$ cat src/rtl/and_word_gate_if.sv
// Bus bundle for and_word_gate: the word to reduce plus its qualifier,
// the combinational all-ones flag and the registered result fields.
interface and_word_gate_if #(
    parameter int w = 8
);
    localparam int cw = $clog2(w + 1);
    localparam int iw = (w > 1) ? $clog2(w) : 1;

    logic          in_valid;
    logic [w-1:0]  in;
    logic          AND_;
    logic          and_q;
    logic [cw-1:0] zero_cnt;
    logic [iw-1:0] low_zero_idx;
    logic          out_valid;

    modport master (
        output in_valid,
        output in,
        input  AND_,
        input  and_q,
        input  zero_cnt,
        input  low_zero_idx,
        input  out_valid
    );

    modport slave (
        input  in_valid,
        input  in,
        output AND_,
        output and_q,
        output zero_cnt,
        output low_zero_idx,
        output out_valid
    );
endinterface

$ cat src/rtl/and_word_gate.sv
// All-ones detector: zero-latency AND reduction of a word plus a registered,
// qualified copy carrying the zero-bit count and lowest zero-bit position.
module and_word_gate #(
    parameter int w = 8
) (
    input logic           clk,
    input logic           rst,
    and_word_gate_if.slave bus
);
    localparam int cw = $clog2(w + 1);
    localparam int iw = (w > 1) ? $clog2(w) : 1;

    logic [cw-1:0] zero_cnt_d;
    logic [iw-1:0] low_zero_idx_d;

    assign bus.AND_ = &bus.in;

    always_comb begin
        zero_cnt_d = '0;
        for (int i = 0; i < w; i++) begin
            zero_cnt_d = zero_cnt_d + cw'(~bus.in[i]);
        end
    end

    // Scan from the top so the lowest zero bit is the last one written.
    always_comb begin
        low_zero_idx_d = '0;
        for (int i = w - 1; i >= 0; i--) begin
            if (!bus.in[i]) begin
                low_zero_idx_d = iw'(i);
            end
        end
    end

    always_ff @(posedge clk) begin
        if (rst) begin
            bus.and_q        <= 1'b0;
            bus.zero_cnt     <= '0;
            bus.low_zero_idx <= '0;
            bus.out_valid    <= 1'b0;
        end else begin
            bus.out_valid <= bus.in_valid;
            if (bus.in_valid) begin
                bus.and_q        <= &bus.in;
                bus.zero_cnt     <= zero_cnt_d;
                bus.low_zero_idx <= low_zero_idx_d;
            end
        end
    end
endmodule

$ cat src/flat_wrapper.sv
// flat-port wrapper written by rule: the top's interface ports become plain ports
module and_word_gate_flat 
#(
    parameter int w = 8
)
  (clk, rst, bus_in_valid, bus_in, bus_AND_, bus_and_q, bus_zero_cnt, bus_low_zero_idx, bus_out_valid);
  and_word_gate_if #(.w(w)) bus_i ();
  input logic clk;
  input logic rst;
  input wire logic [$bits(bus_i.in_valid)-1:0] bus_in_valid;
  input wire logic [$bits(bus_i.in)-1:0] bus_in;
  output wire logic [$bits(bus_i.AND_)-1:0] bus_AND_;
  output wire logic [$bits(bus_i.and_q)-1:0] bus_and_q;
  output wire logic [$bits(bus_i.zero_cnt)-1:0] bus_zero_cnt;
  output wire logic [$bits(bus_i.low_zero_idx)-1:0] bus_low_zero_idx;
  output wire logic [$bits(bus_i.out_valid)-1:0] bus_out_valid;
  assign bus_i.in_valid = bus_in_valid;
  assign bus_i.in = bus_in;
  assign bus_AND_ = bus_i.AND_;
  assign bus_and_q = bus_i.and_q;
  assign bus_zero_cnt = bus_i.zero_cnt;
  assign bus_low_zero_idx = bus_i.low_zero_idx;
  assign bus_out_valid = bus_i.out_valid;
  and_word_gate #(.w(w)) u_core (.clk(clk), .rst(rst), .bus(bus_i));
endmodule
$ cat config.mk
export PLATFORM = sky130hd
export DESIGN_NAME = and_word_gate_flat
export DESIGN_NICKNAME = d
export VERILOG_FILES = /design/src/rtl/and_word_gate_if.sv /design/src/rtl/and_word_gate.sv /design/src/flat_wrapper.sv
export SDC_FILE = /design/constraint.sdc
export NUM_CORES = 1
export LEC_CHECK = 0
export ABC_AREA = 1
export BUFFER_PORTS_ARGS = -buffer_cell sky130_fd_sc_hd__buf_2
export CORE_AREA = 10 10 47 49
export CTS_CLUSTER_SIZE = 30
export DETAILED_ROUTE_END_ITERATION = 8
export DIE_AREA = 0 0 57 59
export MAX_ROUTING_LAYER = met4
export PLACE_DENSITY_LB_ADDON = 0.05
export SLEW_MARGIN = 10
export SYNTH_ARGS = -nofsm -noshare
export SYNTH_HDL_FRONTEND = slang
export SYNTH_SLANG_ARGS = --single-unit
$ cat constraint.sdc
create_clock -name clk -period 9.5 [get_ports clk]
set_input_delay 1.9 -clock clk [delete_from_list [all_inputs] [get_ports clk]]
set_output_delay 1.9 -clock clk [all_outputs]
set_load 0.1 [all_outputs]
==> flow_summary.ini <==
[run]
cap_violations = 0

[global_route]
grt_pass1_wl_um = 2120
grt_pass1_vias = 495
overflow = 0
antenna_found_initial = 0
grt_max_degree = 11
track_usage = 0.0812

[drt]
drc = 0
first_pass_iters = 4
vias = 501
post_drt_wl_per_cell_um = 11.0
drt_iter0_drc = 7
viasPerCell = 4.43
ant_nets = 0
routed_wl_um = 1240

[placed_design]
place_congestion = 0.692
dp_slack_ns = 4.73
dp_hpwl_um = 1070
postPlaceCellArea_um2 = 689
place.port_buffers = 20
placedCellCount = 109

[worst_hold_path]
min_to = u_core.bus.low_zero_idx[2]$_SDFFE_PP0P_
hold-path-cell-count = 2
min_from = u_core.bus.low_zero_idx[2]$_SDFFE_PP0P_
hold_class = flip-flop to flip-flop

[critical_path]
worst_ep_required_time_ns = 7.60
ff2ff_setup_slack_ns = 8.73
reg2regPathDepth = 3
crit_type = input port to output port
reg2reg_from = u_core.bus.zero_cnt[3]$_SDFFE_PP0P_
r2r-end = u_core.bus.zero_cnt[3]$_SDFFE_PP0P_
worstPathArrival_ns = 2.87
cp_max_fo = 3
endpoint_kind = output port
worst_setup_path_start_kind = input port

[clock_network]
cts_root_buf = clkbuf_4
numCtsBuffers = 3
cts_hold_buf = 0
tritoncts = done
htree_levels = 1
clk_path_buf_depth = 2
clock_latency_ns = 0.25
post_cts_buffers = 0
cts_resized = 0
clk_transition_reported_paths_ns = 0.06
numClockSinks = 9

[yosys]
synth.avg_cell_area_um2 = 7.81
synthCells = 75
synth_fp_nets = 94
synth_area_um2 = 586
synth_warnings = 0
yosysUniqueCellTypes = 20
ys_seq_area_frac = 0.308
yosys_register_bits = 9

[die]
core-area_mm2 = 0.00140
die_x_um = 57
dieArea_mm2 = 0.00336
ios = 21
initial_core_util = 0.418
die_h_um = 59
rows = 14

[final_layout]
num_antenna_cells = 0
syn_to_final_growth_pct = 22.2
finalNonFillerCells = 113
drive_gt1_frac = 0.278
fin_nets = 117
postLayoutCoreUtil = 0.511
fin_area_um2 = 716

[outcome]
status = complete, no violations

[power]
cellLeakagePower_nw = 0.404
peakVddDrop_v = 0.0000642
power_density_mw_per_mm2 = 172

[sta]
relSlewSlack = 0.673
hold_viol_final = 0
rsz0062_at_grt = no
setup_ws_ns = 4.73
tns_ns = 0
fmax_mhz = 210
slew_viol_final = 0
min_period_ns = 4.77
finalCritPeriodShare = 0.502
finalSetupViolCount = 0
fin_worst_skew_ns = 0
tightest_slew_ns = 0.494
cell type report:
class | count | area (µm²)
fillers | 150 | 686
multi-input cells | 46 | 322
inverters | 18 | 67.6
well taps | 16 | 20.0
flip-flops and latches | 9 | 180
repair buffers | 20 | 100
clock buffers | 4 | 26.3
registers in the layout, summed over array words and instances (netlist names):
| name | cells |
|---|---|
| u_core.bus.and_q | 1 |
| u_core.bus.out_valid | 1 |
| u_core.bus.low_zero_idx | 3 |
| u_core.bus.zero_cnt | 4 |
per-layer routing:
metal	wire, µm	up-vias	global-route usage	part of all wire
met2	512	19	0.121	0.41
met1	613	203	0.0865	0.49
li1	-	275	-	-
met5	0	-	-	0
met4	47	0	0.0705	0.038
met3	68	4	0.0236	0.055
metrics by stage:
stage	power (W)	hold slack, ns
2_1_floorplan	0.0000861	0.901
3_3_place_gp	0.0000960	0.453
3_5_place_dp	0.0000961	0.454
4_1_cts	0.000125	0.463
5_1_grt	0.000133	0.481
6_report	0.000123	0.462
critical path, stage by stage:
cell and delay, ns:
buf_2 0.12, ha_1 0.15, inv_1 0.04, nor2_1 0.09, nand2_1 0.09, inv_1 0.06, buf_2 0.41
kinds of logic after synthesis:
group	share of synthesized area
AO/OA/AOI/OAI	0.122
XOR/XNOR	0.0150
adder cells (fa/ha/maj)	0.222
buffers and inverters	0.143
flip-flops	0.308
AND/OR/NAND/NOR	0.190
Yosys cell counts:
| master | n | share of area |
|---|---|---|
| a211oi_2 | 1 | 0.021 |
| nand2_2 | 1 | 0.011 |
| a21oi_1 | 3 | 0.026 |
| ha_1 | 4 | 0.085 |
| nand4_1 | 1 | 0.011 |
| buf_6 | 1 | 0.019 |
| nor2_1 | 7 | 0.045 |
| dfxtp_1 | 9 | 0.31 |
| inv_1 | 18 | 0.12 |
| a211oi_1 | 2 | 0.026 |
| fa_1 | 4 | 0.14 |
| buf_2 | 1 | 0.0085 |
| o21ai_0 | 1 | 0.0085 |
| o21ai_1 | 1 | 0.0085 |
| xnor2_1 | 1 | 0.015 |
| a21oi_2 | 1 | 0.015 |
| nor2_2 | 1 | 0.011 |
| a311o_1 | 1 | 0.017 |
| nand3_1 | 2 | 0.017 |
| nand2_1 | 15 | 0.096 |
report_power, final:
part / switching [W] / internal, W / leakage (nW)
combinational: 0.0000388 / 0.0000136 / 0.315
sequential: 0.00000129 / 0.0000409 / 0.0741
clock: 0.0000125 / 0.0000161 / 0.0150
total: 0.0000526 / 0.0000707 / 0.404
cells in the final DEF, fill, tap and decap left out, drive strengths merged, types with 2 or more instances in the layout:
master  count
fa          4
nor2        8
clkbuf      4
inv        18
nand2      16
a21oi       4
o21ai       2
a211oi      3
buf        20
dfxtp       9
nand3       2
ha          4
worst max path at each step:
stage | start | end
after floorplan | bus_in[0] | bus_AND_
after global placement | bus_in[0] | bus_AND_
after detailed placement | bus_in[0] | bus_AND_
after CTS | bus_in[0] | bus_AND_
after global routing | bus_in[0] | bus_AND_
final | bus_in[0] | bus_AND_
No activity file was read; power rests on OpenSTA's default activity.
